<file path="src/rtl/wb_pkg.sv">
// Shared types and constants for the writeback queue.
// Default entry layout matches the core's 5-bit index / 32-bit datapath.
package wb_pkg;

  localparam int N_DEF     = 5;
  localparam int WIDTH_DEF = 32;
  localparam int REG_ZERO  = 0;

  typedef struct packed {
    logic [N_DEF-1:0]     rd;
    logic [WIDTH_DEF-1:0] data;
  } wb_entry_t;

endpackage

</file>
<file path="src/rtl/wb_queue.sv">
// Circular in-order result buffer: dual push, single pop,
// plus two youngest-first associative lookup ports.
import wb_pkg::*;

module wb_queue #(
  parameter int N     = 5,
  parameter int WIDTH = 32,
  parameter int DEPTH = 4,
  localparam int AW   = $clog2(DEPTH)
) (
  input  logic             clk,
  input  logic             rst,
  input  logic             i_push0,
  input  logic [N-1:0]     i_rd0,
  input  logic [WIDTH-1:0] i_data0,
  input  logic             i_push1,
  input  logic [N-1:0]     i_rd1,
  input  logic [WIDTH-1:0] i_data1,
  input  logic             i_pop,
  output logic [AW:0]      o_count_next,
  output logic             o_head_valid,
  output logic [N-1:0]     o_head_rd,
  output logic [WIDTH-1:0] o_head_data,
  input  logic [N-1:0]     i_fwd_a,
  input  logic [N-1:0]     i_fwd_b,
  output logic             o_hit_a,
  output logic [WIDTH-1:0] o_data_a,
  output logic             o_hit_b,
  output logic [WIDTH-1:0] o_data_b
);

  typedef struct packed {
    logic [N-1:0]     rd;
    logic [WIDTH-1:0] data;
  } entry_t;

  entry_t        r_mem [DEPTH];
  logic [AW-1:0] r_rptr;
  logic [AW-1:0] r_wptr;
  logic [AW:0]   r_count;

  logic          w_pop;
  logic [AW-1:0] w_wp1;
  logic [AW-1:0] w_nwr;

  assign w_pop = i_pop & (r_count != '0);
  assign w_wp1 = r_wptr + AW'(1);
  assign w_nwr = AW'({1'b0, i_push0}) + AW'({1'b0, i_push1});

  assign o_count_next = r_count
                      + (AW+1)'(i_push0)
                      + (AW+1)'(i_push1)
                      - (AW+1)'(w_pop);

  always_ff @(posedge clk) begin
    if (rst) begin
      r_rptr  <= '0;
      r_wptr  <= '0;
      r_count <= '0;
    end else begin
      r_rptr  <= r_rptr + AW'(w_pop);
      r_wptr  <= r_wptr + w_nwr;
      r_count <= o_count_next;
    end
  end

  // Slot 1 is only used when slot 0 is also pushed.
  always_ff @(posedge clk) begin
    if (i_push0) r_mem[r_wptr] <= '{rd: i_rd0, data: i_data0};
    if (i_push1) r_mem[w_wp1]  <= '{rd: i_rd1, data: i_data1};
  end

  assign o_head_valid = (r_count != '0);
  assign o_head_rd    = r_mem[r_rptr].rd;
  assign o_head_data  = r_mem[r_rptr].data;

  // Walk oldest to youngest so the last match is the youngest.
  always_comb begin
    logic [AW-1:0] idx;
    logic          live;
    o_hit_a  = 1'b0;
    o_data_a = '0;
    o_hit_b  = 1'b0;
    o_data_b = '0;
    idx      = '0;
    live     = 1'b0;
    for (int i = 0; i < DEPTH; i++) begin
      idx  = r_rptr + AW'(i);
      live = ((AW+1)'(i) < r_count);
      if (live && i_fwd_a != N'(REG_ZERO)
          && r_mem[idx].rd == i_fwd_a) begin
        o_hit_a  = 1'b1;
        o_data_a = r_mem[idx].data;
      end
      if (live && i_fwd_b != N'(REG_ZERO)
          && r_mem[idx].rd == i_fwd_b) begin
        o_hit_b  = 1'b1;
        o_data_b = r_mem[idx].data;
      end
    end
  end

endmodule

</file>
<file path="src/rtl/writeback_queue.sv">
// Writeback stage ahead of the single register-file write port:
// merges mem/ALU results, drops r0, drains one write per cycle.
import wb_pkg::*;

module writeback_queue #(
  parameter int N     = 5,
  parameter int WIDTH = 32,
  parameter int DEPTH = 4,
  localparam int AW   = $clog2(DEPTH)
) (
  input  logic             clk,
  input  logic             rst,
  input  logic             mem_valid,
  input  logic [N-1:0]     mem_rd,
  input  logic [WIDTH-1:0] mem_data,
  input  logic             alu_valid,
  input  logic [N-1:0]     alu_rd,
  input  logic [WIDTH-1:0] alu_data,
  output logic             stall,
  output logic             rf_wenable,
  output logic [N-1:0]     rf_reg,
  output logic [WIDTH-1:0] rf_din,
  input  logic [N-1:0]     fwd_a,
  input  logic [N-1:0]     fwd_b,
  output logic             fwd_a_hit,
  output logic             fwd_b_hit,
  output logic [WIDTH-1:0] fwd_a_data,
  output logic [WIDTH-1:0] fwd_b_data
);

  logic             r_stall;
  logic             w_acc_mem;
  logic             w_acc_alu;
  logic             w_push0;
  logic             w_push1;
  logic [N-1:0]     w_rd0;
  logic [WIDTH-1:0] w_data0;
  logic [AW:0]      w_count_next;
  logic             w_head_valid;
  logic [N-1:0]     w_head_rd;
  logic [WIDTH-1:0] w_head_data;
  logic             w_hit_a;
  logic             w_hit_b;
  logic [WIDTH-1:0] w_data_a;
  logic [WIDTH-1:0] w_data_b;
  logic             w_drain;

  assign w_acc_mem = mem_valid & ~r_stall & ~rst
                   & (mem_rd != N'(REG_ZERO));
  assign w_acc_alu = alu_valid & ~r_stall & ~rst
                   & (alu_rd != N'(REG_ZERO));

  // Compact survivors: mem (older) takes slot 0 when present.
  assign w_push0 = w_acc_mem | w_acc_alu;
  assign w_push1 = w_acc_mem & w_acc_alu;
  assign w_rd0   = w_acc_mem ? mem_rd   : alu_rd;
  assign w_data0 = w_acc_mem ? mem_data : alu_data;

  wb_queue #(
    .N     (N),
    .WIDTH (WIDTH),
    .DEPTH (DEPTH)
  ) u_queue (
    .clk          (clk),
    .rst          (rst),
    .i_push0      (w_push0),
    .i_rd0        (w_rd0),
    .i_data0      (w_data0),
    .i_push1      (w_push1),
    .i_rd1        (alu_rd),
    .i_data1      (alu_data),
    .i_pop        (~rst),
    .o_count_next (w_count_next),
    .o_head_valid (w_head_valid),
    .o_head_rd    (w_head_rd),
    .o_head_data  (w_head_data),
    .i_fwd_a      (fwd_a),
    .i_fwd_b      (fwd_b),
    .o_hit_a      (w_hit_a),
    .o_data_a     (w_data_a),
    .o_hit_b      (w_hit_b),
    .o_data_b     (w_data_b)
  );

  // Stall keeps two slots free for any unstalled cycle.
  always_ff @(posedge clk) begin
    if (rst) r_stall <= 1'b0;
    else     r_stall <= (w_count_next > (AW+1)'(DEPTH-2));
  end

  assign stall = r_stall;

  assign w_drain    = w_head_valid & ~rst;
  assign rf_wenable = w_drain;
  assign rf_reg     = w_drain ? w_head_rd   : '0;
  assign rf_din     = w_drain ? w_head_data : '0;

  assign fwd_a_hit  = w_hit_a & ~rst;
  assign fwd_b_hit  = w_hit_b & ~rst;
  assign fwd_a_data = rst ? '0 : w_data_a;
  assign fwd_b_data = rst ? '0 : w_data_b;

endmodule

</file>
<file path="config.mk">
export PLATFORM = sky130hd
export DESIGN_NAME = writeback_queue
export DESIGN_NICKNAME = d
export VERILOG_FILES = /design/src/rtl/wb_pkg.sv /design/src/rtl/wb_queue.sv /design/src/rtl/writeback_queue.sv
export SDC_FILE = /design/constraint.sdc
export NUM_CORES = 1
export LEC_CHECK = 0
export CAP_MARGIN = 25
export CORE_UTILIZATION = 50
export CTS_CLUSTER_SIZE = 25
export DETAILED_ROUTE_END_ITERATION = 8
export PLACE_DENSITY = 0.73
export SYNTH_ARGS = -nofsm -noshare
export SYNTH_HDL_FRONTEND = slang
export SYNTH_SLANG_ARGS = --single-unit
</file>
<file path="constraint.sdc">
create_clock -name clk -period 9.8 [get_ports clk]
set_input_delay 1.96 -clock clk [delete_from_list [all_inputs] [get_ports clk]]
set_output_delay 1.96 -clock clk [all_outputs]
set_load 0.1 [all_outputs]
</file>
== After elaboration in Yosys (flattened, before gate mapping) ==
Memory sizes are Yosys's and may differ from the RTL's. A register that Yosys moved wholly into a read port is not among the register bits.
Index checks and enable logic that the tools add are counted.
Storage, ports and cells
  register bits: 8
  memories: 1
  bits of input ports: 88
  RAM bits: 148
  output and inout port bits: 105
  word-level logic and storage cells: 89
Memory list
  u_queue.r_mem: depth 4, width 37, read ports 4, clocked after memory_dff 1, write ports 2, line wb_queue.sv:37  | entry_t r_mem [DEPTH];
Operators by class
  magnitude comparators: 5
  add/sub/neg operators: 10
  reduce and logical (&&, ||, !) cells: 21
  bitwise gates (word level): 13
  muxes and demuxes: 27
  eq/ne operators: 8
Operators with widths (number)
  32-bit two-way mux: 12
  5-bit equality test: 8
  5-bit nonzero test: 4
  1-bit logical AND: 16
  1-bit two-way mux: 12
  1-bit AND: 10
  5-bit two-way mux: 2
  3-bit by 1-bit adder with 3-bit output: 2
  1-bit by 3-bit < comparator with 1-bit output (first input constant): 2
  2-bit by 3-bit < comparator with 1-bit output (first input constant): 2
  2-bit by 1-bit adder with 2-bit output (second input constant): 2
  2-bit adder (second input constant): 2
  3-bit by 2-bit greater-than comparator with 1-bit output (second input constant): 1
  3-bit nonzero test: 1
  3-bit by 1-bit subtractor with 3-bit output: 1
  1-bit by 1-bit adder with 2-bit output: 1
  2-bit by 1-bit adder with 2-bit output: 1
  2-bit adder: 1
  2-bit two-way mux: 1
  1-bit NOT: 2
  1-bit OR: 1

== Logic depth before layout (Yosys ltp) ==
Gate-level depths: netlist of run 1.
  depth after elaboration: 9
  gate-level depth with buffers: 12

== Modules after synthesis ==
Synthesis of run 1 repeated with hierarchy kept, for this count alone.
Second synthesis, totals
  cell total of the unflattened synthesis: 1183
  area, all modules: 14596.5 um2
Modules (own cells, without submodules)
  wb_queue: area an instance 13342.8 um2, times used 1, sequential area each 4584.4 um2, cells an instance 1015
  writeback_queue: area an instance 1253.7 um2, times used 1, sequential area each 20.0 um2, cells an instance 168

== Worst setup path before layout of run 1 ==
No wires, ideal clock.
  path kind: input to output
  start: in fwd_a[0]
  end: out fwd_a_data[21]
  path buffers: 4
  slack: 1662 ps
  data required time: 7840 ps
  arrival: 6178 ps
  cell stages on the path: 11
  cells stage by stage: clkbuf_1 nor3_1 a211oi_1 o21a_1 clkbuf_1 and2_1 buf_2 buf_2 mux2i_1 o2111ai_1 a221oi_1
On the way
  word-level cells in the longest chain between the ends: 8
RTL lines
  from (decl): line writeback_queue.sv:23  | input logic [N-1:0] fwd_a,
  5-bit nonzero test: line wb_queue.sv:90  | if (live && i_fwd_a != N'(REG_ZERO)
  1-bit logical AND: line wb_queue.sv:90
  1-bit logical AND: line wb_queue.sv:91  | && r_mem[idx].rd == i_fwd_a) begin
  32-bit two-way mux (3 in series): line wb_queue.sv:90
  32-bit two-way mux *: line wb_queue.sv:90
  32-bit two-way mux *: line writeback_queue.sv:100  | assign fwd_a_data = rst ? '0 : w_data_a;
  to (decl): line writeback_queue.sv:27  | output logic [WIDTH-1:0] fwd_a_data,
Mark *: on every way between the ends. The rest lies on a longest branch, timed or not.

== Final worst setup path of run 1 ==
  start: in fwd_b[4]
  end: out fwd_b_data[30]
On the way
  word-level cells in the longest chain between the ends: 8
RTL lines
  from (decl): line writeback_queue.sv:24  | input logic [N-1:0] fwd_b,
  5-bit nonzero test: line wb_queue.sv:95  | if (live && i_fwd_b != N'(REG_ZERO)
  1-bit logical AND: line wb_queue.sv:95
  1-bit logical AND: line wb_queue.sv:96  | && r_mem[idx].rd == i_fwd_b) begin
  32-bit two-way mux (3 in series): line wb_queue.sv:95
  32-bit two-way mux *: line wb_queue.sv:95
  32-bit two-way mux *: line writeback_queue.sv:101  | assign fwd_b_data = rst ? '0 : w_data_b;
  to (decl): line writeback_queue.sv:28  | output logic [WIDTH-1:0] fwd_b_data
Marks and branches as above.

==> results.toml, run 1 <==
[placement]
port-buffer-count = 192
routabilityCongestion = 0.9510
dp_slack_ns = 1.576
place_area_mm2 = 0.01681
hpwl_mm = 31.46

[min_path]
hold_end = "u_queue.r_wptr[1]"
min_from = "u_queue.r_wptr[1]"
hold_depth = 2
hold_class = "register to register"

[sta]
slew_viol_final = 0
worstMarginPinSlew_ns = 1.104
setup_ws_ns = 1.481
slew_headroom_pct = 26.07
period_minus_slack_ns = 8.319
rsz0062_at_grt = "false"
finalCritPeriodShare_pct = 84.88
hold_violations = 0
fin_worst_skew_ns = 0.01268
setup_viol = 0
fin_tns_setup_ns = 0
fmax_mhz = 120.2

[floorplan]
pin_count = 193
die_area_mm2 = 0.03041
die_w_um = 174.4
row_count = 62
die_h_um = 174.4
core_mm2 = 0.02894
start_util_pct = 51.34

[final_layout]
final_util_pct = 60.40
num_antenna_cells = 0
fillCellCount = 2438
final_nets = 1772
design_area_mm2 = 0.01748
area_delta_synth_final_pct = 17.64
final_layout_size_suffix_gt1_share_pct = 25.21

[critical_path]
ff2ff_setup_slack_ns = 6.25
required_ns = 7.84
startpoint_type = "primary input"
arrival_ns = 6.36
endpoint_kind = "primary output"
crit_type = "primary input to primary output"
rr_startpoint = "u_queue.r_count[0]"
r2r-end = "stall"
cp_max_fo = 62
r2r_cells = 10

[cts]
worstSkewPairLatency_ns = 0.44
htree_num_levels = 4
post-cts-setup-buffers = 0
numCtsBuffers = 17
cts_resized = 0
ctsRootBufferMaster = "clkbuf_16"
clkSinkCount = 156
clockBufferDepth = 2
cts_tree = "yes"
ctsHoldBuffers = 0
path_clk_slew_ns = 0.07

[synthesis]
ys.flop_type = "edfxtp_1"
synth_edf_count = 148
synth_mux_area_share_pct = 25.36
synth_simple_gate_area_share_pct = 13.37
syn_area_mm2 = 0.01486
synth_top_family_by_area = "multiplexers"
synth_compound_area_share_pct = 21.91
synthAdderAreaFrac_pct = 0.7411
syn_inst = 1593
yosysSeqAreaShare_pct = 30.99
yosysMostFrequentCell = "nor2_1"
synth.distinct_cells = 56
synth_top_area_share_pct = 29.91
yosysWarnings = 0
yosysTopAreaCell = "edfxtp_1"
syn_area_per_cell_um2 = 9.326
synthXorXnorAreaFrac_pct = 2.476
synth_area_leaders = "edfxtp_1 30%, mux2_2 16%, nor2_1 7.2%, mux2i_1 6.9%, a21oi_1 3.3%"
synth_common_cells = "285 x nor2_1, 208 x mux2_2, 148 x edfxtp_1, 126 x clkbuf_1, 103 x mux2i_1"
syn-num-nets = 1688
ys_ff_latch = 156
async_reset_ff_share_pct = 0

[global_routing]
grt.total_usage_pct = 31.77
gr-total-overflow = 0
grt_pass1_vias = 13160
grt_pass1_wl_mm = 75.36
antenna_found_initial = 0
grt_max_degree = 95

[route]
postRouteAntennaNets = 0
dr.first_iter.drc_count = 1873
routedWlPerCell_um = 23.59
vias = 13790
viasPerCell = 6.649
dr.pass1.iters = 6
drc = 0
wl_mm = 48.93

[pwr]
p_leak_nw = 5.316
vdd_drop_max_mv = 0.1167
powerDensity_mw_per_mm2 = 221.1

[flow_run]
drv_cap = 0

[run_status]
status = "completed"
-- worst max-delay path, cell delays in order --
cell and delay [ns]:
clkdlybuf4s50_1 0.67, nor4_1 0.12, a211o_1 0.34, a21oi_4 0.13
buf_4 0.54, nand2_2 0.50, a21oi_1 0.27, o211ai_1 0.11
a221oi_1 0.43, clkdlybuf4s50_1 1.22
-- where the power goes --
| group | leakage (nW) | internal, mW | switching [mW] |
|---|---|---|---|
| clock network | 0.286 | 0.424 | 0.296 |
| registers | 1.42 | 0.834 | 0.112 |
| logic | 3.61 | 0.677 | 1.52 |
-- placed cells by master (no fill, tap or decap), drive strengths merged, types with 4 or more instances in the layout --
| cell type | netlist | layout |
|---|---|---|
| a211oi | 91 | 91 |
| a21boi | 29 | 29 |
| a21oi | 100 | 100 |
| a221oi | 60 | 60 |
| and2 | 9 | 9 |
| buf | 38 | 92 |
| bufinv | 0 | 4 |
| clkbuf | 126 | 19 |
| clkdlybuf4s50 | 0 | 137 |
| clkinv | 0 | 5 |
| clkinvlp | 0 | 4 |
| dfxtp | 8 | 8 |
| edfxtp | 148 | 148 |
| ha | 4 | 4 |
| inv | 15 | 15 |
| mux2 | 209 | 209 |
| mux2i | 103 | 103 |
| mux4 | 17 | 17 |
| nand2 | 50 | 50 |
| nand2b | 30 | 30 |
| nand3 | 5 | 5 |
| nand4 | 6 | 6 |
| nor2 | 285 | 285 |
| nor2b | 10 | 10 |
| nor3 | 38 | 38 |
| nor4 | 4 | 4 |
| o2111ai | 56 | 56 |
| o211ai | 7 | 7 |
| o21ai | 69 | 69 |
| xnor2 | 36 | 36 |
| xor2 | 6 | 6 |
-- kinds of logic (layout without fill, tap and decap cells) --
group | after synthesis | count (layout)
fa+ha+maj | 7 | 7
flops | 156 | 156
simple gates | 452 | 452
compound gates | 428 | 428
buf+inv | 179 | 276
xor+xnor | 42 | 42
mux | 329 | 329
-- through the flow --
| stage | hold slack [ns] | instances | total power, mW |
|---|---|---|---|
| after floorplan | 0.5694 | 1593 | 2.583 |
| after global placement | 0.6951 | 2039 | 3.070 |
| after detailed placement | 0.6963 | 2040 | 3.105 |
| after CTS | 0.7213 | 2072 | 3.827 |
| after global routing | 0.7597 | 2074 | 4.017 |
| final | 0.7280 | 2074 | 3.864 |
-- metal layers --
metal	part of all wire, %	GRT usage, %	wire length [µm]
met5	0	0	0
met4	2.9	11.88	1440
met3	9.0	4.987	4408
met2	47	51.10	22850
met1	41	42.95	20240
-- how the worst max path moves through the flow --
stage,startpoint,to,slack (ns),depth (start not counted)
finish,fwd_b[4],fwd_b_data[30],1.48,10
global route,fwd_b[4],fwd_b_data[29],1.32,10
CTS,fwd_b[4],fwd_b_data[30],1.55,10
detailed placement,fwd_b[4],fwd_b_data[30],1.58,10
global placement,fwd_b[4],fwd_b_data[30],1.60,10
floorplan,fwd_a[0],fwd_a_data[21],1.66,11
-- registers in the layout (all words and copies together), names as in the netlist --
signal / count
stall: 1
u_queue.r_count: 3
u_queue.r_mem: 148
u_queue.r_wptr: 2
u_queue.r_rptr: 2
-- layout make-up --
class	count	area, µm²	share of cell area (%)
clock buffers	19	432.9	2.477
clock inverters	13	173.9	0.9951
inverters	15	56.30	0.3222
multi-input cells	1258	9612	55.00
flip-flops and latches	156	4612	26.39
well taps	384	480.5	2.749
repair buffers	229	2110	12.07
Note: power is estimated with default switching activity, not from simulation.
==> run 2: changes to the inputs <==
--- a/config.mk
+++ b/config.mk
@@ -9,7 +9,7 @@
 export CORE_UTILIZATION = 50
 export CTS_CLUSTER_SIZE = 25
 export DETAILED_ROUTE_END_ITERATION = 8
-export PLACE_DENSITY = 0.73
+export PLACE_DENSITY = 0.76
 export SYNTH_ARGS = -nofsm -noshare
 export SYNTH_HDL_FRONTEND = slang
 export SYNTH_SLANG_ARGS = --single-unit
==> constraint.sdc (replaced) <==
create_clock -name clk -period 7.3 [get_ports clk]
set_input_delay 1.46 -clock clk [delete_from_list [all_inputs] [get_ports clk]]
set_output_delay 1.46 -clock clk [all_outputs]
set_load 0.1 [all_outputs]
==> results.toml, run 2 (synthesized netlist as in run 1, its figures left out) <==
[critical_path]
startpoint_type = "primary input"
endpoint_kind = "primary output"
cpLargestDelayFamily = "compound AO/OA/AOI/OAI gates"
required_ns = 5.84
cp_slowest_cell = "a221oi_1"
crit_type = "primary input to primary output"
worst-path-buf-inv = 3
arrival_ns = 5.16
slowest_delay_ns = 0.66
cp_max_fo = 14
cp_cell_sequence = "clkdlybuf4s50_1 > nor3_1 > a211oi_1 > o21a_1 > and2_2 > buf_4 > mux2i_1 > o2111ai_1 > a221oi_1 > buf_12"

[floorplan]
start_util_pct = 51.34
die_area_mm2 = 0.03041
die_h_um = 174.4
die_w_um = 174.4
row_count = 62
pin_count = 193
core_mm2 = 0.02894

[global_routing]
gr-total-overflow = 0
grt.total_usage_pct = 33.14
grt_max_degree = 87
grt_pass1_vias = 13570
antenna_found_initial = 0
grt_pass1_wl_mm = 78.05

[sta]
slew_headroom_pct = 30.58
whs_ns = 0.7516
finalCritPeriodShare_pct = 90.69
fmax_mhz = 151.1
period_minus_slack_ns = 6.620
fin_tns_setup_ns = 0
rsz0062_at_grt = "false"
hold_violations = 0
slew_viol_final = 0
worstMarginPinSlew_ns = 1.041
fin_worst_skew_ns = 0.007705
setup_viol = 0

[cts]
htree_num_levels = 4
ctsRootBufferMaster = "clkbuf_16"
path_clk_slew_ns = 0.07
clkSinkCount = 156
numCtsBuffers = 17
worstSkewPairLatency_ns = 0.45
post-cts-setup-buffers = 0
cts_tree = "yes"
cts_resized = 0
ctsHoldBuffers = 0
clockBufferDepth = 2

[pwr]
clockPowerShare_pct = 16.1
powerDensity_mw_per_mm2 = 283.8
vdd_drop_max_mv = 0.1959
power_switching_mw = 2.635
swShare_pct = 50.97
power.total_mw = 5.170
seqPwrFrac_pct = 24.6
comb_power_share_pct = 59.3
p_leak_nw = 5.511
p_int_mw = 2.535

[flow_run]
drv_cap = 0

[min_path]
hold_class = "register to register"

[route]
vias = 14230
postRouteAntennaNets = 0
drc = 0
wl_mm = 50.88
routedWlPerCell_um = 24.40
viasPerCell = 6.823
dr.pass1.iters = 6
dr.first_iter.drc_count = 2133

[placement]
port-buffer-count = 192
hpwl_mm = 32.53
routabilityCongestion = 0.9365

[final_layout]
largest_reg_flops = 148
top_register = "u_queue.r_mem"
final_nets = 1783
reg_top3 = "u_queue.r_mem: 148 flops, u_queue.r_count: 3 flops"
layout_common_cells = "284 x nor2_1, 208 x mux2_2, 148 x edfxtp_1"
final_layout_size_suffix_gt1_share_pct = 26.34
area_delta_synth_final_pct = 22.60
num_antenna_cells = 0
final_common_cell = "nor2_1"

[run_status]
status = "completed"
-- run 2: changes by cell type in the layout (fill, tap and decap cells not counted), sizes merged, moves of 2 or more --
| cell | change |
|---|---|
| buf | +23 |
| bufinv | -4 |
| clkdlybuf4s50 | -12 |
| clkinv | +2 |
| inv | +2 |
-- run 2: metrics by stage --
| step | utilization [%] | instances | setup slack, ns | area (µm²) |
|---|---|---|---|---|
| 2_1_floorplan | - | 1593 | 0.1619 | 14860 |
| 3_3_place_gp | 61.04 | 2051 | 0.7594 | 17660 |
| 3_5_place_dp | 61.10 | 2052 | 0.7407 | 17680 |
| 4_1_cts | 62.92 | 2084 | 0.7161 | 18210 |
| 5_1_grt | 62.95 | 2085 | 0.4892 | 18220 |
| 6_report | 62.95 | 2085 | 0.6798 | 18220 |
-- run 2: layout make-up --
type,instances,area [µm²]
fillers,2356,10720
flip-flops and latches,156,4612
inverters,15,56.30
multi-input cells,1258,9612
clock inverters,14,97.59
repair buffers,240,2928
well taps,384,480.5
clock buffers,18,429.2
-- run 2: power by group through the flow --
stage	clock network, mW	logic, mW	registers (mW)
3_3_place_gp	0	2.95	1.27
6_report	0.833	3.07	1.27
4_1_cts	0.831	3.02	1.27
5_1_grt	0.868	3.21	1.29
3_5_place_dp	0	3.00	1.28
2_1_floorplan	0	2.25	1.21
-- run 2: worst reg2reg max path, delay by kind of cell, from the launching register on --
family,cells,cell delay (ns)
flip-flops,1,0.36
adder cells (fa/ha/maj),3,1.22
AO/OA/AOI/OAI,1,0.21
XOR/XNOR,1,0.17
buffers and inverters,2,0.44
AND/OR/NAND/NOR,3,1.11
-- run 2: worst paths after layout --
| path | from | cells after the start | end | slack, ns |
|---|---|---|---|---|
| min reg2reg | u_queue.r_wptr[1] | 2 | u_queue.r_wptr[1] | 0.75 |
| max | fwd_a[2] | 10 | fwd_a_data[18] | 0.68 |
| max reg2reg | u_queue.r_count[0] | 10 | stall | 3.69 |
| min | u_queue.r_wptr[1] | 2 | u_queue.r_wptr[1] | 0.75 |
-- run 2: layer usage --
metal | GRT usage [%] | wire length (µm)
met1 | 43.35 | 19800
met2 | 53.15 | 23360
met3 | 6.255 | 5529
met4 | 14.73 | 2179
met5 | 0 | 0
==> run 3: changes to the inputs <==
--- a/config.mk
+++ b/config.mk
@@ -6,10 +6,12 @@
 export NUM_CORES = 1
 export LEC_CHECK = 0
 export CAP_MARGIN = 25
-export CORE_UTILIZATION = 50
+export CELL_PAD_IN_SITES_DETAIL_PLACEMENT = 0
+export CELL_PAD_IN_SITES_GLOBAL_PLACEMENT = 2
+export CORE_UTILIZATION = 32
 export CTS_CLUSTER_SIZE = 25
 export DETAILED_ROUTE_END_ITERATION = 8
-export PLACE_DENSITY = 0.76
+export PLACE_DENSITY_LB_ADDON = 0.1
 export SYNTH_ARGS = -nofsm -noshare
 export SYNTH_HDL_FRONTEND = slang
 export SYNTH_SLANG_ARGS = --single-unit
==> constraint.sdc (replaced) <==
create_clock -name clk -period 7.3 [get_ports clk]
set_input_delay 1.46 -clock clk [delete_from_list [all_inputs] [get_ports clk]]
set_output_delay 1.46 -clock clk [all_outputs]
set_load 0.02 [all_outputs]
==> results.toml, run 3 (synthesized netlist as in run 1, its figures left out) <==
[cts]
numCtsBuffers = 17
cts_resized = 0
clockBufferDepth = 2
clkSinkCount = 156
worstSkewPairLatency_ns = 0.50
path_clk_slew_ns = 0.07
ctsRootBufferMaster = "clkbuf_16"
ctsHoldBuffers = 0
cts_tree = "yes"
post-cts-setup-buffers = 0
htree_num_levels = 4

[critical_path]
r2r_cells = 9
endpoint = "fwd_a_data[1]"
arrival_ns = 5.24
rr_startpoint = "stall"
crit_start = "fwd_a[0]"
required_ns = 5.84
r2r-end = "u_queue.r_mem[3][33]"
cp_max_fo = 24
endpoint_kind = "primary output"
startpoint_type = "primary input"
ff2ff_setup_slack_ns = 3.83
crit_type = "primary input to primary output"

[route]
postRouteAntennaNets = 0
dr.first_iter.drc_count = 1028
routedWlPerCell_um = 26.11
vias = 13400
drc = 0
viasPerCell = 5.827
dr.pass1.iters = 5
wl_mm = 60.02

[sta]
hold_violations = 0
slew_viol_final = 0
rsz0062_at_grt = "false"
fin_tns_setup_ns = 0
whs_ns = 0.7285
period_minus_slack_ns = 6.697
slew_headroom_pct = 24.77
fmax_mhz = 149.3
setup_viol = 0
finalCritPeriodShare_pct = 91.73
fin_worst_skew_ns = 0.009396
worstMarginPinSlew_ns = 1.128

[final_layout]
num_antenna_cells = 0
reg_top3 = "u_queue.r_mem: 148 flops, u_queue.r_count: 3 flops"
layoutNonFillerInstCount = 2299
final_layout_size_suffix_gt1_share_pct = 22.78
final_nets = 1781
largest_reg_flops = 148
fillCellCount = 4563
multi_input_area_mm2 = 0.009627
layout_common_cells = "284 x nor2_1, 208 x mux2_2, 191 x clkdlybuf4s50_1"
area_delta_synth_final_pct = 21.65
top_register = "u_queue.r_mem"
seqCellArea_mm2 = 0.004612
final_common_cell = "nor2_1"

[floorplan]
row_count = 78
core_mm2 = 0.04558
start_util_pct = 32.60
die_w_um = 217.5
pin_count = 193
die_h_um = 217.5
die_area_mm2 = 0.04729

[pwr]
powerDensity_mw_per_mm2 = 268.8
p_leak_nw = 5.308
vdd_drop_max_mv = 0.1542
power.total_mw = 4.859

[flow_run]
drv_cap = 0

[global_routing]
grt.total_usage_pct = 25.64
antenna_found_initial = 2
grt_max_degree = 81
grt_pass1_wl_mm = 89.13
gr-total-overflow = 0
grt_pass1_vias = 13410

[placement]
hpwl_mm = 38.94
dpl.cell_count = 2267
port-buffer-count = 192
routabilityCongestion = 0.8316

[run_status]
status = "completed"

[min_path]
hold_class = "register to register"
-- run 3: worst min path at each step --
stage,cells past startpoint,start,to
global route,2,u_queue.r_wptr[1],u_queue.r_wptr[1]
finish,2,u_queue.r_wptr[1],u_queue.r_wptr[1]
detailed placement,2,u_queue.r_wptr[1],u_queue.r_wptr[1]
global placement,2,u_queue.r_wptr[1],u_queue.r_wptr[1]
floorplan,2,u_queue.r_rptr[0],u_queue.r_rptr[0]
CTS,2,u_queue.r_wptr[1],u_queue.r_wptr[1]
-- run 3: metrics by stage --
step	utilization, %	setup slack [ns]	instance area [µm²]
after floorplan	-	1.896	14860
after global placement	38.08	0.6249	17350
after detailed placement	38.11	0.6000	17370
after CTS	39.66	0.5989	18070
after global routing	39.66	0.4138	18070
final	39.66	0.6034	18070
-- run 3: area by class of cell --
type	count	share of cell area [%]
Clock inverter	12	1.481
Multi-Input combinational cell	1258	53.26
Inverter	15	0.3184
Timing Repair Buffer	238	12.85
Tap cell	600	4.154
Sequential cell	156	25.52
Clock buffer	20	2.416
-- run 3: where the power goes --
part           total (mW)  switching, mW  internal, mW  leakage, nW
Combinational        2.48           1.54         0.941         3.55
Sequential           1.26          0.142          1.12         1.42
Clock                1.12          0.410         0.708        0.342
Total                4.86           2.09          2.77         5.31
-- run 3: routing by layer --
metal	routed length [µm]	up-vias	part of all wire, %	global-route usage, %
met1	27370	6681	46	34.39
met2	28720	401	48	42.45
met3	2834	63	4.7	3.264
met5	22	-	0.037	0
met4	1071	4	1.8	8.357
li1	-	6248	-	-
-- run 3: critical path, cell delays in order --
cell             delay (ns)
clkdlybuf4s50_1        0.61
nor3_1                 0.13
a211oi_1               0.47
o21a_2                 0.45
nand2_1                0.18
a21boi_4               0.16
buf_4                  0.36
a221oi_1               0.14
a211oi_1               0.55
clkdlybuf4s50_1        0.71
